## src/rtl/cmu_result_collector.sv

```systemverilog
// Collects one 64-bit result per CMU lane per round and presents the full round
// to the covariance writer over a valid/ready handshake; flags overruns and stalls.
module cmu_result_collector #(
  parameter int DBL_WIDTH      = 64,
  parameter int N_LANES        = 4,
  parameter int TIMEOUT_CYCLES = 1024,
  parameter int CNT_WIDTH      = 8
) (
  input  logic                           clk,
  input  logic                           rst_n,
  input  logic                           clear,
  input  logic [N_LANES-1:0]             in_valid,
  input  logic [N_LANES*DBL_WIDTH-1:0]   in_data,
  output logic                           out_valid,
  input  logic                           out_ready,
  output logic [N_LANES*DBL_WIDTH-1:0]   out_data,
  output logic [CNT_WIDTH-1:0]           overrun_cnt,
  output logic                           timeout
);

  localparam int TW = ($clog2(TIMEOUT_CYCLES) < 1) ? 1 : $clog2(TIMEOUT_CYCLES);
  localparam logic [TW-1:0]      TMAX = TW'(TIMEOUT_CYCLES - 1);
  localparam logic [N_LANES-1:0] ALL  = '1;

  typedef enum logic {S_COLLECT, S_HOLD} state_t;

  state_t             state, state_nxt;
  logic [N_LANES-1:0] got, got_nxt, cap;
  logic [TW-1:0]      timer, timer_nxt;
  logic               drop;
  logic               timeout_set;

  function automatic logic [CNT_WIDTH-1:0] sat_inc(input logic [CNT_WIDTH-1:0] v);
    sat_inc = (&v) ? v : v + CNT_WIDTH'(1);
  endfunction

  // Next state, per-lane capture enables, drop detection and stall timer
  always_comb begin
    state_nxt   = state;
    got_nxt     = got;
    cap         = '0;
    drop        = 1'b0;
    timer_nxt   = '0;
    timeout_set = 1'b0;
    case (state)
      S_COLLECT: begin
        cap     = in_valid & ~got;
        drop    = |(in_valid & got);
        got_nxt = got | in_valid;
        if (got_nxt == ALL) begin
          state_nxt = S_HOLD;
        end else if (got != '0) begin
          // Timer holds at its terminal value so a long stall cannot wrap it
          timer_nxt   = (timer == TMAX) ? timer : timer + TW'(1);
          timeout_set = (timer == TMAX);
        end
      end
      S_HOLD: begin
        if (out_ready) begin
          // Pulses arriving at the handshake seed the next round
          cap       = in_valid;
          got_nxt   = in_valid;
          state_nxt = (in_valid == ALL) ? S_HOLD : S_COLLECT;
        end else begin
          drop = |in_valid;
        end
      end
      default: state_nxt = S_COLLECT;
    endcase
  end

  always_ff @(posedge clk or negedge rst_n) begin
    if (!rst_n) begin
      state       <= S_COLLECT;
      got         <= '0;
      timer       <= '0;
      overrun_cnt <= '0;
      timeout     <= 1'b0;
    end else if (clear) begin
      state       <= S_COLLECT;
      got         <= '0;
      timer       <= '0;
      overrun_cnt <= '0;
      timeout     <= 1'b0;
    end else begin
      state <= state_nxt;
      got   <= got_nxt;
      timer <= timer_nxt;
      if (drop)        overrun_cnt <= sat_inc(overrun_cnt);
      if (timeout_set) timeout     <= 1'b1;
    end
  end

  // Lane data is copied bit-exact; a clear cycle captures nothing
  always_ff @(posedge clk or negedge rst_n) begin
    if (!rst_n) begin
      out_data <= '0;
    end else if (!clear) begin
      for (int i = 0; i < N_LANES; i++) begin
        if (cap[i]) out_data[i*DBL_WIDTH +: DBL_WIDTH] <= in_data[i*DBL_WIDTH +: DBL_WIDTH];
      end
    end
  end

  assign out_valid = (state == S_HOLD);

endmodule
```

## config.mk

```make
export PLATFORM = sky130hd
export DESIGN_NAME = cmu_result_collector
export DESIGN_NICKNAME = d
export VERILOG_FILES = /design/src/rtl/cmu_result_collector.sv
export SDC_FILE = /design/constraint.sdc
export NUM_CORES = 1
export LEC_CHECK = 0
export CORE_AREA = 2 2 206 208
export CTS_BUF_LIST = sky130_fd_sc_hd__clkbuf_2
export CTS_CLUSTER_SIZE = 10
export DETAILED_ROUTE_END_ITERATION = 10
export DIE_AREA = 0 0 208 210
export GPL_TIMING_DRIVEN = 1
export SYNTH_ARGS = -nofsm -noshare
export SYNTH_HDL_FRONTEND = slang
export SYNTH_SLANG_ARGS = --single-unit
```

## constraint.sdc

```tcl
create_clock -name clk -period 4.8 [get_ports clk]
set_clock_uncertainty 0.2 [all_clocks]
set_input_delay 0.48 -clock clk [delete_from_list [all_inputs] [get_ports clk]]
set_output_delay 0.48 -clock clk [all_outputs]
set_load 0.05 [all_outputs]
```

==> results of run 1 <==
[state kept, by name, indices dropped and copies added, names as in the netlist]
signal / cells
got: 4
out_data: 256
out_valid: 1
overrun_cnt: 8
timeout: 1
timer: 10
[cells by family (layout without fill, tap and decap cells)]
| family | after synthesis | after routing |
|---|---|---|
| flops | 280 | 280 |
| mux | 266 | 266 |
| simple gates | 72 | 72 |
| buf+inv | 34 | 942 |
| compound gates | 21 | 21 |
| xor+xnor | 7 | 7 |
| fa+ha+maj | 2 | 2 |
| other cells | 0 | 1 |
[power by group]
group	switching, uW	internal (uW)	leakage (uW)	total, uW
logic	2700	1590	0.00454	4290
clock network	1030	718	0.000547	1750
registers	307	2920	0.00333	3220
total	4040	5220	0.00842	9270
[cells in the mapped netlist (5+ instances only)]
cell type,count
a211oi_1,5
mux2_2,16
nand3_1,6
buf_2,6
xnor2_1,6
buf_6,6
nor2b_1,5
nor2_1,22
nand2_1,8
mux2i_1,6
dfrtp_1,280
mux2_1,243
buf_4,19
[through the flow]
| stage | hold slack [ns] | util, % |
|---|---|---|
| 6_report | 0.246 | 48.4 |
| 5_1_grt | 0.107 | 48.4 |
| 4_1_cts | 0.00816 | 48.3 |
| 3_5_place_dp | 0.208 | 40.2 |
| 3_3_place_gp | 0.209 | 40.2 |
| 2_1_floorplan | -0.0156 | - |
[worst max path at each step]
stage                              from                   endpoint  slack (ns)  depth (start not counted)
floorplan           out_valid$_DFF_PN0_  out_data[195]$_DFFE_PN0P_        2.70                          6
global placement              out_ready   out_data[36]$_DFFE_PN0P_        1.49                          6
global route        out_valid$_DFF_PN0_                  out_valid        1.50                          1
detailed placement            out_ready   out_data[46]$_DFFE_PN0P_        1.46                          6
CTS                 out_valid$_DFF_PN0_                  out_valid        1.48                          1
finish              out_valid$_DFF_PN0_                  out_valid        1.72                          1
[layer usage]
layer | global-route usage [%] | wire (um) | vias up
li1 | - | - | 4169
met1 | 17.9 | 13800 | 4453
met2 | 28.9 | 18900 | 335
met3 | 4.68 | 2360 | 69
met4 | 6.85 | 925 | 0
met5 | 0 | 0 | -
[worst reg2reg max path, cell delays in order (launching register included)]
cell and delay (ns):
dfrtp_1 0.59, nand2_1 0.23, o21ai_1 0.13, nand3b_1 0.66, buf_4 0.51, mux2_1 0.36
[layout make-up]
type,count,area share [%]
timing repair buffer,801,40.2
sequential,280,34.9
multi-input combinational,368,18.0
tap,539,3.36
clock buffer,121,3.02
clock inverter,19,0.524
inverter,1,0.0187
antenna,1,0.0125
==> metrics.yaml, run 1 <==
run_status:
  outcome: "completed"
critical_path:
  end_kind: "primary output"
  cp_slowest_cell: "clkdlybuf4s50_1"
  worstSetupPathType: "reg2out"
  timing.rr.end: "out_data[52]$_DFFE_PN0P_"
  worstPathArrival_ns: 2.40
  crit_fanout: 14
  worstRegToRegCells: 5
  r2r_slack_ns: 1.99
  cp_cell_sequence: "clkdlybuf4s50_1"
  reg2reg_from: "out_valid$_DFF_PN0_"
  crit_buf_inv: 1
  crit_family: "buffers and inverters"
  start_kind: "flop"
  worstPathRequired_ns: 4.12
  critPathMaxStageDelay_ns: 0.91
run:
  drv_cap: 0
logic_synthesis:
  postSynthAreaPerCell_sq_um: 15.9
  synth_xor_xnor_area_share_pct: 0.564
  synth_fa_ha_area_share_pct: 0.230
  synthArstFlopShare_pct: 100
  syn_area_sq_mm: 0.0109
  synth_edf_count: 0
  ys.flop_type: "dfrtp_1"
  synth_top_family_by_area: "multiplexers"
  yosysWarnings: 0
  synth.top_cells.by_area: "dfrtp_1 (65%), mux2_1 (25%), mux2_2 (1.7%)"
  yosys.area.top_type_share_pct: 64.5
  synthSimpleGateAreaFrac_pct: 3.55
  yosysUniqueCellTypes: 40
  yosysSeqAreaShare_pct: 64.5
  synth_seq_cells: 280
  synthMuxAreaShare_pct: 27.5
  synth_fp_nets: 948
  syn_inst: 682
  synth_compound_area_share_pct: 1.29
  synth_top_cell_by_area: "dfrtp_1"
timing:
  fmax_mhz: 324
  final-max-slew-violation-count: 0
  finalHoldViolations: 0
  finalCritPeriodShare_pct: 64.2
  period_needed_ns: 3.08
  slew_headroom_pct: 36.3
  setup_tns_ns: 0
  finalSetupViolCount: 0
  worst_pin_slew_ns: 0.952
  rsz0062_at_grt: "false"
  worst_slack_ns: 1.72
finish:
  area_growth_syn_to_layout_pct: 84.7
  multiInputGateArea_sq_mm: 0.00360
  nNetsFinal: 1798
  regArea_sq_mm: 0.00701
  final_cell_area_sq_mm: 0.0201
  drive_above_1_share_pct: 9.87
  layout_commonest_cell: "clkdlybuf4s50_1"
  final_cell_count_no_fill: 2130
  fill_cells: 3640
  final_cell_mix: "clkdlybuf4s50_1 (528), dfrtp_1 (280), dlygate4sd3_1 (262)"
die:
  die_h_um: 210
  die-area_sq_mm: 0.0437
  rows: 75
  start_util_pct: 26.2
  core_area_sq_mm: 0.0415
  ios: 530
  die_x_um: 208
global_routing:
  grt_pass1_wl_um: 55600
  grt.overflow.total: 0
  grtUsageTotal_pct: 16.2
  grt_pass1_vias: 9823
  antenna_found_initial: 1
  grt_max_degree: 118
pwr:
  power_density_mw_per_mm2: 462
  finalPower_uw: 9270
  peakVddDrop_mv: 0.258
  leakage_uw: 0.00842
clock_tree:
  h-tree-depth: 3
  numCtsBuffers: 80
  cts_root_buffer: "clkbuf_2"
  cts_tree: "built"
  holdBufCountCts: 263
  cts_resized: 0
  clk_pin_slew_ns: 0.09
  clock_sinks: 280
  clock_latency_ns: 0.90
  clockBufferDepth: 3
  postCtsSetupBuffers: 0
route:
  finalWirelength_um: 36000
  drc: 0
  drtAntennaViolNets: 0
  drt-initial-drc-count: 313
  vias: 9026
  vias_per_cell: 4.24
  first_pass_iters: 4
  wire_per_inst_um: 16.9
placed_design:
  hpwl_um: 23800
  port_buffers: 529
  dp.cells: 1726
  place.gp.congestion: 0.777
  post-place-ws_ns: 1.46
  dpl_cell_area_sq_mm: 0.0167
min_path:
  holdCritPathClass: "in2reg"
  min_path_cells: 3
  min_from: "in_valid[1]"
  min_to: "out_valid$_DFF_PN0_"
No activity file was read; power rests on OpenSTA's default activity.
==> run 2, diff against run 1 <==
==> constraint.sdc (replaced) <==
create_clock -name clk -period 3.08 [get_ports clk]
set_clock_uncertainty 0.2 [all_clocks]
set_input_delay 0.308 -clock clk [delete_from_list [all_inputs] [get_ports clk]]
set_output_delay 0.308 -clock clk [all_outputs]
set_load 0.05 [all_outputs]
==> run 2 against run 1 <==
Net effect:
- clock-buffer cell count fell by 10
- worst hold slack got worse by 0.057 ns
- cell count rose by 0.33%
- critical path depth did not move
- critical endpoint is now overrun_cnt[2]
- highest routed layer unchanged
==> metrics.yaml, run 2 (synthesis gave the netlist of run 1 again) <==
route:
  first_pass_iters: 4  # unchanged
  drtAntennaViolNets: 0  # unchanged
  vias_per_cell: 4.23  # was 4.24
  finalWirelength_um: 36300  # was 36000 um
  drt-initial-drc-count: 338  # was 313
  vias: 9035  # was 9026
  wire_per_inst_um: 17.0  # was 16.9 um
  drc: 0  # unchanged
die:
  start_util_pct: 26.2  # unchanged
  die-area_sq_mm: 0.0437  # unchanged
  die_x_um: 208  # unchanged
  ios: 530  # unchanged
  rows: 75  # unchanged
  die_h_um: 210  # unchanged
  core_area_sq_mm: 0.0415  # unchanged
placed_design:
  hpwl_um: 24400  # was 23800 um
  dp.cells: 1730  # was 1726
  port_buffers: 529  # unchanged
  place.gp.congestion: 0.777  # about the same
  post-place-ws_ns: 0.412  # was 1.46 ns
  dpl_cell_area_sq_mm: 0.0168  # was 0.0167 sq mm
critical_path:
  worstSetupPathType: "reg2out"  # unchanged
  crit_fanout: 5  # was 14
  end_kind: "primary output"  # unchanged
  cp.depth: 1  # unchanged
  crit_family: "buffers and inverters"  # unchanged
  worstPathArrival_ns: 2.32  # was 2.40 ns
  crit_buf_inv: 1  # unchanged
  cp_slowest_cell: "clkdlybuf4s50_1"  # unchanged
  start_kind: "flop"  # unchanged
  worstPathRequired_ns: 2.57  # was 4.12 ns
  critPathMaxStageDelay_ns: 0.92  # was 0.91 ns
  worstRegToRegCells: 5  # unchanged
  cp_cell_sequence: "clkdlybuf4s50_1"  # unchanged
clock_tree:
  postCtsSetupBuffers: 0  # unchanged
  numCtsBuffers: 82  # was 80
  h-tree-depth: 3  # unchanged
  clockBufferDepth: 3  # unchanged
  cts_root_buffer: "clkbuf_2"  # unchanged
  clock_latency_ns: 0.95  # was 0.90 ns
  clk_pin_slew_ns: 0.10  # was 0.09 ns
  cts_tree: "built"  # unchanged
  clock_sinks: 280  # unchanged
timing:
  rsz0062_at_grt: "false"  # unchanged
  setup_tns_ns: 0  # unchanged
  period_needed_ns: 2.83
  finalCritPeriodShare_pct: 91.8
  hold_ws_ns: 0.190  # was 0.246 ns
  finalHoldViolations: 0  # unchanged
  slew_headroom_pct: 55.5  # was 36.3%
  fmax_mhz: 353
  finalSetupViolCount: 0  # unchanged
  worst_slack_ns: 0.251  # was 1.72 ns
  final-max-slew-violation-count: 0  # unchanged
  worst_pin_slew_ns: 0.666  # was 0.952 ns
global_routing:
  grtUsageTotal_pct: 16.5  # was 16.2%
  grt.overflow.total: 0  # unchanged
  grt_pass1_wl_um: 56700  # was 55600 um
  grt_max_degree: 74  # was 118
  antenna_found_initial: 1  # unchanged
  grt_pass1_vias: 10138  # was 9823
finish:
  layout_commonest_cell: "clkdlybuf4s50_1"  # unchanged
  drive_above_1_share_pct: 9.64  # was 9.87%
  reg_top3: "out_data: 256 flops, timer: 10 flops, overrun_cnt: 8 flops"  # unchanged
  final_cell_count_no_fill: 2137  # was 2130
  largest-register: "out_data"  # unchanged
  nNetsFinal: 1813  # was 1798
  largest_register_ffs: 256  # unchanged
  fill_cells: 3618  # was 3640
  final_cell_mix: "clkdlybuf4s50_1 (527), dfrtp_1 (280), dlygate4sd3_1 (271)"  # was clkdlybuf4s50_1 (528), dfrtp_1 (280), dlygate4sd3_1 (262)
  area_growth_syn_to_layout_pct: 86.5  # was 84.7%
  final_cell_area_sq_mm: 0.0203  # was 0.0201 sq mm
run:
  drv_cap: 0  # unchanged
min_path:
  holdCritPathClass: "in2reg"  # unchanged
  min_path_cells: 2  # was 3
pwr:
  leakage_uw: 0.00852  # was 0.00842 uW
  power_density_mw_per_mm2: 720  # was 462 mW/mm^2
  peakVddDrop_mv: 0.416  # was 0.258 mV
run_status:
  outcome: "completed"  # unchanged
run 2: cell count changes in the layout (fill, tap and decap cells not counted), sizes merged, moves of 2 or more:
cell and change:
buf +4, bufinv +2, clkbuf -10, clkinv +4
clkinvlp -2, dlygate4sd3 +9
run 2: layout make-up:
type                    count  area [sq um]  area share (%)
repair buffers            814          8240            40.7
flip-flops and latches    280          7010            34.6
clock inverters            23           176           0.871
diodes                      1          2.50          0.0124
well taps                 539           674            3.33
inverters                   1          3.75          0.0185
multi-input cells         368          3600            17.8
clock buffers             111           556            2.74
run 2: timing repair:
item                       CTS  global route
hold buffers               272             0
setup endpoints to repair    1             0
gates resized for setup      1             0
hold endpoints to repair   541             0
run 2: per-layer routing:
metal  vias up  GRT usage (%)  routed length [um]
li1       4186              -                   -
met1      4446           18.2               13700
met2       316           28.8               18900
met3        87           4.86                2260
met4         0           8.14                1420
met5         -              0                   0
run 2: final timing paths:
path | startpoint | to | slack, ns
max | overrun_cnt[2]$_DFFE_PN0P_ | overrun_cnt[2] | 0.25
min in group asynchronous | rst_n | out_data[172]$_DFFE_PN0P_ | 0.29
max in group asynchronous | rst_n | out_data[67]$_DFFE_PN0P_ | 1.64
max reg2reg | out_valid$_DFF_PN0_ | out_valid$_DFF_PN0_ | 0.52
min | clear | timeout$_DFFE_PN0P_ | 0.19
min reg2reg | out_data[131]$_DFFE_PN0P_ | out_data[131]$_DFFE_PN0P_ | 0.29
run 2: power breakdown:
group          switching (uW)  leakage [uW]  internal, uW
sequential                487       0.00333          4550
combinational            4210       0.00464          2500
clock                    1620      0.000548          1220
total                    6310       0.00852          8270
run 2: per-stage QoR:
step / total power [uW] / utilization (%)
5_1_grt: 15300 / 48.8
2_1_floorplan: 8930 / -
6_report: 14600 / 48.8
4_1_cts: 14800 / 48.8
3_5_place_dp: 11500 / 40.5
3_3_place_gp: 11500 / 40.5
